--- config.mk ---
export PLATFORM = sky130hd
export DESIGN_NAME = svc_rv_soc_run_ctrl
export DESIGN_NICKNAME = d
export VERILOG_FILES = /design/src/rtl/svc_rv_soc_run_ctrl_pkg.sv /design/src/rtl/svc_led_blink.sv /design/src/rtl/svc_rv_soc_run_ctrl.sv
export SDC_FILE = /design/constraint.sdc
export NUM_CORES = 1
export LEC_CHECK = 0
export BUFFER_PORTS_ARGS = -buffer_cell sky130_fd_sc_hd__buf_2
export CAP_MARGIN = 20
export CORE_ASPECT_RATIO = 0.9
export CORE_UTILIZATION = 40
export DETAILED_ROUTE_END_ITERATION = 16
export PLACE_DENSITY_LB_ADDON = 0.08
export SETUP_SLACK_MARGIN = 0.02
export SYNTH_ARGS = -nofsm -noshare
export SYNTH_HDL_FRONTEND = slang
export SYNTH_HIERARCHICAL = 1
export SYNTH_SLANG_ARGS = --single-unit
--- constraint.sdc ---
create_clock -name clk -period 3.2 [get_ports clk]
set_input_delay 0.16 -clock clk [delete_from_list [all_inputs] [get_ports clk]]
set_output_delay 0.16 -clock clk [all_outputs]
set_load 0.02 [all_outputs]
--- src/rtl/svc_rv_soc_run_ctrl_pkg.sv ---
// Shared types and helpers for the SoC run controller: FSM state encoding and
// the width of the hold-in-reset counter.
package svc_rv_soc_run_ctrl_pkg;

  typedef enum logic [2:0] {
    ST_IDLE  = 3'd0,
    ST_RESET = 3'd1,
    ST_RUN   = 3'd2,
    ST_DONE  = 3'd3,
    ST_FAULT = 3'd4
  } run_state_e;

  // Bits needed to count 0..cycles; never below one bit.
  function automatic int rst_cnt_width(input int cycles);
    return (cycles < 1) ? 1 : $clog2(cycles + 1);
  endfunction

endpackage

--- src/rtl/svc_led_blink.sv ---
// Free-running blink source: counter MSB gated by en. Counts in every state and
// clears only on rst, so the blink phase is stable relative to board reset.
module svc_led_blink #(
  parameter int BLINK_W = 24
) (
  input  logic clk,
  input  logic rst,
  input  logic en,
  output logic blink
);

  logic [BLINK_W-1:0] cnt;

  always_ff @(posedge clk or posedge rst) begin
    if (rst) cnt <= '0;
    else     cnt <= cnt + BLINK_W'(1);
  end

  assign blink = en & cnt[BLINK_W-1];

endmodule

--- src/rtl/svc_rv_soc_run_ctrl.sv ---
// Run controller for the RISC-V SoC demo: holds the SoC in reset, releases it
// for a run, watches ebreak, counts run cycles and enforces a watchdog.
module svc_rv_soc_run_ctrl
  import svc_rv_soc_run_ctrl_pkg::*;
#(
  parameter int RST_CYCLES     = 16,
  parameter int TIMEOUT_CYCLES = 1000000,
  parameter int CNT_W          = 32,
  parameter int BLINK_W        = 24,
  parameter int AUTO_START     = 1
) (
  input  logic             clk,
  input  logic             rst,
  input  logic             start,
  input  logic             ebreak,
  output logic             soc_rst_n,
  output logic             running,
  output logic             done,
  output logic             timeout,
  output logic [CNT_W-1:0] cycle_count,
  output logic             led
);

  localparam int               RCW      = rst_cnt_width(RST_CYCLES);
  localparam logic [RCW-1:0]   RST_LAST = RCW'(RST_CYCLES - 1);
  localparam logic [CNT_W-1:0] TO_LAST  = CNT_W'(TIMEOUT_CYCLES - 1);
  localparam bit               WDOG_EN  = (TIMEOUT_CYCLES != 0);

  // Saturating increment keeps the run length from wrapping when the
  // watchdog is disabled.
  function automatic logic [CNT_W-1:0] sat_inc(input logic [CNT_W-1:0] v);
    return (&v) ? v : v + CNT_W'(1);
  endfunction

  run_state_e       state, state_next;
  logic [RCW-1:0]   rcnt, rcnt_next;
  logic [CNT_W-1:0] ccnt, ccnt_next;
  logic             armed, armed_next;
  logic             blink;

  always_comb begin
    state_next = state;
    rcnt_next  = rcnt;
    ccnt_next  = ccnt;
    armed_next = armed;
    unique case (state)
      ST_IDLE: begin
        if (start || armed) begin
          state_next = ST_RESET;
          armed_next = 1'b0;
          rcnt_next  = '0;
          ccnt_next  = '0;
        end
      end
      ST_RESET: begin
        if (rcnt == RST_LAST) state_next = ST_RUN;
        else                  rcnt_next  = rcnt + RCW'(1);
      end
      ST_RUN: begin
        ccnt_next = sat_inc(ccnt);
        // ebreak takes priority over a watchdog expiry in the same cycle
        if (ebreak)                          state_next = ST_DONE;
        else if (WDOG_EN && ccnt == TO_LAST) state_next = ST_FAULT;
      end
      ST_DONE, ST_FAULT: begin
        if (start) begin
          state_next = ST_RESET;
          rcnt_next  = '0;
          ccnt_next  = '0;
        end
      end
      default: state_next = ST_IDLE;
    endcase
  end

  // Status outputs are flops loaded from the next state so they align with
  // the state register and carry no path from the inputs.
  always_ff @(posedge clk or posedge rst) begin
    if (rst) begin
      state     <= ST_IDLE;
      rcnt      <= '0;
      ccnt      <= '0;
      armed     <= (AUTO_START != 0);
      soc_rst_n <= 1'b0;
      running   <= 1'b0;
      done      <= 1'b0;
      timeout   <= 1'b0;
    end else begin
      state     <= state_next;
      rcnt      <= rcnt_next;
      ccnt      <= ccnt_next;
      armed     <= armed_next;
      soc_rst_n <= (state_next == ST_RUN) || (state_next == ST_DONE);
      running   <= (state_next == ST_RUN);
      done      <= (state_next == ST_DONE);
      timeout   <= (state_next == ST_FAULT);
    end
  end

  svc_led_blink #(
    .BLINK_W(BLINK_W)
  ) u_blink (
    .clk  (clk),
    .rst  (rst),
    .en   (timeout),
    .blink(blink)
  );

  assign cycle_count = ccnt;
  assign led         = done | blink;

endmodule

# ---- After elaboration in Yosys (flattened, before gate mapping)
# Index checks and enable logic that the tools add are counted.
dict set report word_totals {
  ff_bits 69
  input_bits 4
  output_inout_bits 37
  elab_cells 51
}
dict set report op_classes {
  addsub 3
  n_eq_ne 13
  n_mux 14
  n_bitwise 2
  reduce_logical 10
}
# operator n
set op_table {}
lappend op_table {{$mux W32} 3}
lappend op_table {{$pmux W32 S3} 1}
lappend op_table {{$add A32 B1 Y32 const B} 1}
lappend op_table {{$eq A32 B20 Y1 const B} 1}
lappend op_table {{$reduce_and A32 Y1} 1}
lappend op_table {{$add A24 B1 Y24 const B} 1}
lappend op_table {{$mux W3} 5}
lappend op_table {{$mux W5} 3}
lappend op_table {{$pmux W5 S3} 1}
lappend op_table {{$eq A3 B2 Y1 const B} 4}
lappend op_table {{$pmux W3 S4} 1}
lappend op_table {{$ne A2 B2 Y1 const B} 4}
lappend op_table {{$reduce_and A4 Y1} 2}
lappend op_table {{$eq A3 B3 Y1 const B} 2}
lappend op_table {{$reduce_bool A3 Y1} 2}
lappend op_table {{$add A5 B1 Y5 const B} 1}
lappend op_table {{$eq A5 B4 Y1 const B} 1}
lappend op_table {{$eq A3 B1 Y1 const B} 1}
lappend op_table {{$logic_not A3 Y1} 1}
lappend op_table {{$logic_or A1 B1 Y1} 2}
lappend op_table {{$reduce_and A2 Y1} 1}
lappend op_table {{$reduce_or A2 Y1} 1}
lappend op_table {{$and A1 B1 Y1} 1}
lappend op_table {{$or A1 B1 Y1} 1}

# ---- Depth between registers and ports, before layout
# Gate-level depths: netlist of the first run.
dict set report depth {
  word_depth 6
  ltp_mapped 8
  mapped_depth_nobuf 8
}

# ---- Hierarchy
# Netlist of the first run, hierarchy kept.
# mod instances cells_each area_each_um2 seq_area_each_um2
set modules_own_cells {}
lappend modules_own_cells {svc_rv_soc_run_ctrl 1 284 2573.7 1127.3}
lappend modules_own_cells {svc_led_blink 1 95 1068.5 600.6}

# ---- Least setup slack after synthesis of the first run
# No wires, ideal clock.
dict set report synth_path {
  kind {register to register}
  startpoint {register ccnt[0] (netlist: cycle_count[0])}
  endpoint {register ccnt[30] (netlist: cycle_count[30])}
  setup_ns 0.078
  arrival_ns 2.404
  t_required_ns 3.122
  slack_ns 0.718
  path_stages_with_launch 7
  path_buffers 0
  period_less_slack_ns 2.482
  path_cell_list {dfrtp_1 > ha_1 > nand3_1 > or4_4 > a2111o_1 > or4_1 > a21oi_1}
}
dict set report synth_between {
  elab_chain_len 3
  elab_cells_between_ends 6
  cone_classes {1 x add/sub; 1 x eq/ne; 2 x mux; 2 x reduce/logical}
}
# element line
set synth_rtl {}
lappend synth_rtl {{from (decl)} svc_rv_soc_run_ctrl.sv:37} ;# logic [CNT_W-1:0] ccnt, ccnt_next;
lappend synth_rtl {{from (signal assigned)} svc_rv_soc_run_ctrl.sv:91} ;# ccnt <= ccnt_next;
lappend synth_rtl {{$add A32 B1 Y32 / $reduce_and A32 Y1 (equally long branches)} svc_rv_soc_run_ctrl.sv:32} ;# return (&v) ? v : v + CNT_W'(1);
lappend synth_rtl {{$mux W32 / $ne A2 B2 Y1 (equally long branches)} -}
lappend synth_rtl {{$pmux W32 S3 / $reduce_and A4 Y1 (equally long branches)} -}
# Several ways; a longest one is shown, not always the timed one. The select of a mux whose other input is x is not followed.
# A chain may end at the register's enable or synchronous reset.

# ---- Worst setup path in the final report of the first run
dict set report layout_path {
  startpoint {register state[1]}
  endpoint {register ccnt[13] (netlist: cycle_count[13])}
}
dict set report layout_between {
  elab_chain_len 4
  elab_cells_between_ends 11
  cone_classes {6 x eq/ne; 1 x mux; 4 x reduce/logical}
}
# element line
set layout_rtl {}
lappend layout_rtl {{from (decl)} svc_rv_soc_run_ctrl.sv:35} ;# run_state_e state, state_next;
lappend layout_rtl {{from (signal assigned)} svc_rv_soc_run_ctrl.sv:89} ;# state <= state_next;
lappend layout_rtl {{$eq A3 B2 Y1 / $eq A3 B3 Y1 (equally long branches)} svc_rv_soc_run_ctrl.sv:46} ;# unique case (state)
lappend layout_rtl {{$reduce_or A2 Y1} svc_rv_soc_run_ctrl.sv:46}
lappend layout_rtl {{$ne A2 B2 Y1 (no line) / $reduce_bool A3 Y1 (equally long branches)} -}
lappend layout_rtl {{$reduce_and A4 Y1 (no line)} -}
# Several ways; a longest one is shown, not always the timed one.

==> metrics.csv, run 1 <==
stage,metric,value,unit
synth,fraction of registers with async set/reset,100,%
grt,global-route wire length before repair,14600,um
grt,GR Util met2,27.4,%
sta,RSZ-0062 raised after global routing,false,
job,max-cap violations,0,
pwr,P_sw,0.000629,W
pwr,pwr dens,494,nW/um2
drt,via/cell ratio,5.57,
synth,XOR/XNOR Fraction of Synth Area,5.74,%
synth,Synth Area in Compound Gates,14.6,%
synth,Post-synth EDFFs,0,
synth,syn nets,387,
cells_and_area,n_diodes,0,
sta,Final Worst Setup Slack,0.511,ns
pwr,Tot Pwr,0.00206,W
die,Die Width,103,um
pwr,Max IR drop VDD,0.278,mV
critical_path,worst-path fanout max,14,
die,Core ar.,8690,um2
die,Die Y,92.5,um
grt,grt total ovfl,0,
sta,setup violators final,0,
drt,DRC errors left,0,
grt,vias in the first global route,2865,
synth,Yosys reg bits,69,
min_path,HP Class,input port to register,
cts,clock slew at reported path FFs,0.08,ns
grt,most used routing layer,met1,
sta,maximum clock rate,372,MHz
cells_and_area,layout cell share with drive strength beyond 1,20.6,%
critical_path,WP data arrival,2.96,ns
grt,met1 global-route usage,30.4,%
status,status,"finished, final reports clean",
synth,Synthesis Warnings,6,
drt,via count,3040,
pwr,combinational power share,16.4,%
sta,Slew headroom,31.1,%
placement,gpl congestion,0.806,
cts,cts hold-fix bufs,0,
synth,most numerous cell in the Yosys netlist,dfrtp_1,
placement,PortBufs,40,
cells_and_area,Synth-to-Final Area Change,14.6,%
synth,register area share after synthesis,47.4,%
die,number of I/O pins,41,
drt,DRT Wirelength,8620,um
pwr,switching part of the total,30.5,%
synth,top_reg_cell synth,dfrtp_1,
synth,number of distinct library cells after synthesis,54,
synth,Synth top cells by count,"dfrtp_1, nand2_1, o21ai_0",
drt,TritonRoute pass-1 iters,4,
sta,period utilization,84.0,%
drt,DRT iter0 DRCs,118,
sta,worst slew pin tran,1.03,ns
synth,Synth top area share,46.7,%
cts,# clock sinks,69,
sta,Tmin final,2.69,ns
cts,H-tree lvl count,3,
synth,Synth Cell Area,3640,um2
synth,mux contribution to synthesized area,0,%
drt,mean routed wirelength per cell,15.8,um
synth,adder-cell share of the synthesized area,1.37,%
pwr,P_int,0.00143,W
critical_path,crit end category,register,
critical_path,Startpoint Class,register,
cts,Post CTS Setup Buffer Count,0,
synth,Simple-Gate Fraction of Synth Area,26.9,%
die,Die ar.,9490,um2
drt,post-route ant nets,0,
grt,largest net degree at the start of global routing,46,
placement,hpwl dp,5930,um
sta,"Hold Violations, Final",0,
cts,worst-skew pair later-pin latency,0.34,ns
placement,Placement Setup Slack,0.513,ns
cts,Root Buffer,clkbuf_8,
pwr,Leak,1.83,nW
sta,setup TNS,0,ns
critical_path,CP Class,register to register,
cts,CTS resizes,0,
die,Initial Utilization,41.9,%
synth,largest cells by area after synthesis,"dfrtp_1, o31ai_1, nand2_1, o21ai_0, a21oi_1",
synth,largest family of logic cells by synthesized area,simple AND/OR/NAND/NOR gates,
synth,Synth area leader,dfrtp_1,
pwr,Seq pwr share,48.8,%
grt,global-route track usage on met3,5.06,%
critical_path,"Data required, critical path",3.47,ns
cts,clock buffer depth,2,
sta,Final Max Slew Viols,0,
die,cell row count,32,
pwr,clock group share of total power,34.8,%
synth,Mean Syn Cell Area,9.61,um2
cts,CTS Buf Count,9,
synth,Post-Synthesis Cells,379,
grt,gr usage total,19.9,%
cells_and_area,Layout Nets,430,
grt,initial antenna violation count,0,
sta,skew final,0.00667,ns
cts,CTS tree,done,
## worst paths after layout
| kind | startpoint | endpoint | slack (ns) | cells past startpoint |
|---|---|---|---|---|
| min in group asynchronous | rst | cycle_count[2]$_DFFE_PP0P_ | 0.32 | 3 |
| worst min register to register | u_blink/cnt[22]$_DFF_PP0_ | u_blink/cnt[22]$_DFF_PP0_ | 0.47 | 1 |
| worst max register to register | state[1]$_DFF_PP0_ | cycle_count[13]$_DFFE_PP0P_ | 0.51 | 5 |
| worst max-delay path | state[1]$_DFF_PP0_ | cycle_count[13]$_DFFE_PP0P_ | 0.51 | 5 |
| max in group asynchronous | rst | u_blink/cnt[13]$_DFF_PP0_ | 2.08 | 3 |
| worst min-delay path | ebreak | state[2]$_DFF_PP0_ | 0.14 | 4 |
## layer usage
metal	up-vias	wire (um)
li1	1489	-
met1	1479	4440
met2	66	3710
met3	6	394
met4	0	70
met5	-	0
## through the flow
stage                     hold WS (ns)  std cells  util (%)  instance area (um2)
after CTS                       0.0366        544      47.7                 4140
after floorplan                  0.175        379         -                 3640
final                            0.141        546      48.0                 4170
after detailed placement         0.423        528      45.4                 3950
after global routing             0.172        546      48.0                 4170
after global placement           0.418        528      45.4                 3950
## state kept, by name, indices dropped and copies added, names as in the netlist
register	count
cycle_count	32
u_blink/cnt	24
rcnt	5
state	3
armed	1
done	1
running	1
soc_rst_n	1
timeout	1
## kinds of logic after synthesis
kind of cell,Yosys count
compound gates,86
xor+xnor,23
fa+ha+maj,4
buf+inv,27
flops,69
simple gates,170
## area by class of cell
type                    count  area, um2
clock inverters             6       61.3
flip-flops and latches     69       1730
repair buffers             49        283
well taps                 119        149
clock buffers              10        138
fillers                   834       4510
inverters                  10       37.5
multi-input cells         283       1780
## worst max-delay path, stage by stage (launching register included)
cell and delay [ns]:
dfrtp_1 0.56, or2b_2 0.36, o211ai_1 0.83, nand2_1 0.23
or4_1 0.45, a21oi_1 0.18
## power groups by stage
stage	Combinational (W)	Sequential (W)	Clock, W
2_1_floorplan	0.000250	0.00101	0
3_3_place_gp	0.000332	0.00102	0
3_5_place_dp	0.000337	0.00102	0
4_1_cts	0.000337	0.00100	0.000746
5_1_grt	0.000383	0.00102	0.000779
6_report	0.000338	0.00101	0.000718
## cell usage in the layout (no fill, tap or decap), drive strengths merged, types with 4 or more instances in the layout
cell type	synthesis	layout
a21oi	23	23
dfrtp	68	68
inv	10	11
nand2b	6	6
nand4	18	18
or3	8	8
or3b	4	4
xnor2	14	14
nor3	6	6
o31ai	19	19
and3	7	7
nor2	22	22
xor2	9	9
or2	4	4
o21ai	26	26
nor4	8	8
nand3	22	22
or4	14	14
and2	5	5
ha	4	4
buf	10	48
nand2	36	36
clkbuf	7	10
No activity file was read; power rests on OpenSTA's default activity.
==> run 2, diff against run 1 <==
==> constraint.sdc (replaced) <==
create_clock -name clk -period 2.75 [get_ports clk]
set_input_delay 0.1375 -clock clk [delete_from_list [all_inputs] [get_ports clk]]
set_output_delay 0.1375 -clock clk [all_outputs]
set_load 0.02 [all_outputs]
==> run 2 against run 1 <==
Against the previous run:
- design area rose by 2.7%
- combinational power rose by 25%
- via count fell by 0.86%
- sequential cell count did not move
- utilization rose by 1.3 points
- global-route usage fell by 0.77 points
- wire length fell by 3.3%
- count of clock-buffer cells in the layout fell by 1
- power rose by 21%
- register-to-register slack got worse by 0.28 ns
- sequential power rose by 14%
- hold slack got worse by 0.019 ns
- critical endpoint is now cycle_count[2]$_DFFE_PP0P_
- largest cell class unchanged
==> metrics.csv, run 2 (synthesis results as in run 1) <==
stage,metric,value,unit,change
sta,skew final,0.0114,ns,+0.00470 ns
grt,largest net degree at the start of global routing,46,,unchanged
pwr,Tot Pwr,0.00250,W,+21%
cells_and_area,"commonest non-fill, non-tap cell in the layout",dfrtp_1,,
cells_and_area,number of flip-flops in the largest register,32,,unchanged
min_path,HP Class,input port to register,,
die,Die ar.,9490,um2,unchanged
cts,worst-skew pair later-pin latency,0.35,ns,about the same
drt,DRC errors left,0,,unchanged
cells_and_area,fill cell count,837,,+0.36%
drt,mean routed wirelength per cell,15.0,um,-5.2%
pwr,pwr dens,584,nW/um2,+18%
pwr,Leak,1.90,nW,+3.4%
die,cell row count,32,,unchanged
cells_and_area,Layout Nets,441,,+2.6%
die,Core ar.,8690,um2,unchanged
sta,period utilization,91.5,%,+7.4 points
sta,setup TNS,0,ns,unchanged
cts,# clock sinks,69,,unchanged
sta,"Hold Violations, Final",0,,unchanged
job,max-cap violations,0,,unchanged
critical_path,"Data required, critical path",2.97,ns,-0.50 ns
cells_and_area,fin cells,557,,+2.0%
drt,DRT iter0 DRCs,143,,+21%
cells_and_area,most frequent cells in the layout,"dfrtp_1, buf_2, nand2_1",,
status,status,"finished, final reports clean",,
critical_path,Register-to-Register Path Depth,5,,unchanged
cts,CTS tree,done,,
drt,TritonRoute pass-1 iters,4,,unchanged
die,Die Y,92.5,um,unchanged
sta,RSZ-0062 raised after global routing,false,,
placement,hpwl dp,5920,um,-0.13%
grt,vias in the first global route,2804,,-2.1%
critical_path,Startpoint Class,register,,
sta,Final Max Slew Viols,0,,unchanged
placement,dpl cells,537,,+1.7%
sta,Slew headroom,40.7,%,+9.6 points
grt,grt total ovfl,0,,unchanged
die,number of I/O pins,41,,unchanged
drt,via count,3014,,-0.86%
min_path,Worst Hold Path Cells,4,,unchanged
critical_path,R2R Path Start,state[2]$_DFF_PP0_,,
critical_path,CP Class,register to register,,
cts,clock buffer depth,2,,unchanged
cts,CTS resizes,0,,unchanged
grt,global-route wire length before repair,14100,um,-3.6%
grt,initial antenna violation count,0,,unchanged
drt,via/cell ratio,5.41,,-2.8%
critical_path,FF-to-FF setup slack,0.23,ns,-0.28 ns
drt,DRT Wirelength,8340,um,-3.3%
cts,CTS Buf Count,9,,unchanged
min_path,Worst Hold Launch,ebreak,,
placement,gpl congestion,0.767,,-4.9%
cts,H-tree lvl count,3,,unchanged
placement,PortBufs,40,,unchanged
cells_and_area,layout cell share with drive strength beyond 1,22.6,%,+2.0 points
die,Die Width,103,um,unchanged
pwr,Max IR drop VDD,0.375,mV,+35%
sta,setup violators final,0,,unchanged
sta,worst slew pin tran,0.889,ns,-0.140 ns
critical_path,WP data arrival,2.74,ns,-0.22 ns
sta,maximum clock rate,398,MHz,+6.9%
min_path,Hold EP,state[2]$_DFF_PP0_,,
cells_and_area,n_diodes,0,,unchanged
cells_and_area,Synth-to-Final Area Change,17.7,%,
cts,clock slew at reported path FFs,0.08,ns,about the same
sta,final hold slack,0.122,ns,-0.0191 ns
die,Initial Utilization,41.9,%,unchanged
drt,post-route ant nets,0,,unchanged
sta,Tmin final,2.52,ns,-0.174 ns
grt,gr usage total,19.2,%,-0.77 points
critical_path,crit end category,register,,
cts,Root Buffer,clkbuf_8,,
critical_path,Critical R2R Capture,cycle_count[2]$_DFFE_PP0P_,,
critical_path,worst-path fanout max,11,,-3
## run 2: what timing repair did
action                                  4_1_cts  5_1_grt
hold buffers                                  1        0
hold endpoints to repair                      3        0
endpoints found under the setup margin        0        1
buffers inserted                              0        2
## run 2: stage by stage
stage	instance area, um2	utilization, %	setup slack (ns)
3_5_place_dp	4010	46.2	0.226
6_report	4290	49.3	0.235
4_1_cts	4240	48.8	0.213
5_1_grt	4290	49.3	0.0322
3_3_place_gp	4010	46.2	0.276
2_1_floorplan	3640	-	0.268
## run 2: routing by layer
metal | GRT usage (%) | up-vias | wire [um]
met5 | 0 | - | 0
met4 | 5.12 | 0 | 61
met3 | 4.83 | 4 | 373
met2 | 27.4 | 57 | 3590
met1 | 28.5 | 1435 | 4310
li1 | - | 1518 | -
## run 2: how the worst max path moves through the flow
| stage | from | end | depth (start not counted) |
|---|---|---|---|
| global route | cycle_count[10]$_DFFE_PP0P_ | cycle_count[29]$_DFFE_PP0P_ | 5 |
| global placement | cycle_count[0]$_DFFE_PP0P_ | cycle_count[30]$_DFFE_PP0P_ | 6 |
| CTS | state[2]$_DFF_PP0_ | cycle_count[2]$_DFFE_PP0P_ | 5 |
| detailed placement | state[2]$_DFF_PP0_ | cycle_count[11]$_DFFE_PP0P_ | 5 |
| floorplan | cycle_count[0]$_DFFE_PP0P_ | cycle_count[30]$_DFFE_PP0P_ | 6 |
| finish | state[2]$_DFF_PP0_ | cycle_count[2]$_DFFE_PP0P_ | 5 |
## run 2: worst max-delay path, stage by stage (launching register included)
cell,delay [ns]
dfrtp_1,0.49
or3b_1,0.44
or4b_1,0.55
nor4_2,0.38
nand2b_1,0.38
o21ai_0,0.14
## run 2: cell type report
cell class	count	area, um2	area share, %
multi-input combinational	283	1780	41.5
sequential	69	1730	40.3
timing repair buffer	60	373	8.70
tap	119	149	3.47
clock buffer	9	124	2.89
clock inverter	7	97.6	2.28
inverter	10	37.5	0.876
## run 2: power breakdown
part	total, W	leakage (nW)	internal (W)	switching [W]
combinational	0.000422	0.855	0.000158	0.000264
sequential	0.00115	0.935	0.00108	0.0000726
clock	0.000928	0.106	0.000513	0.000415
total	0.00250	1.90	0.00175	0.000751
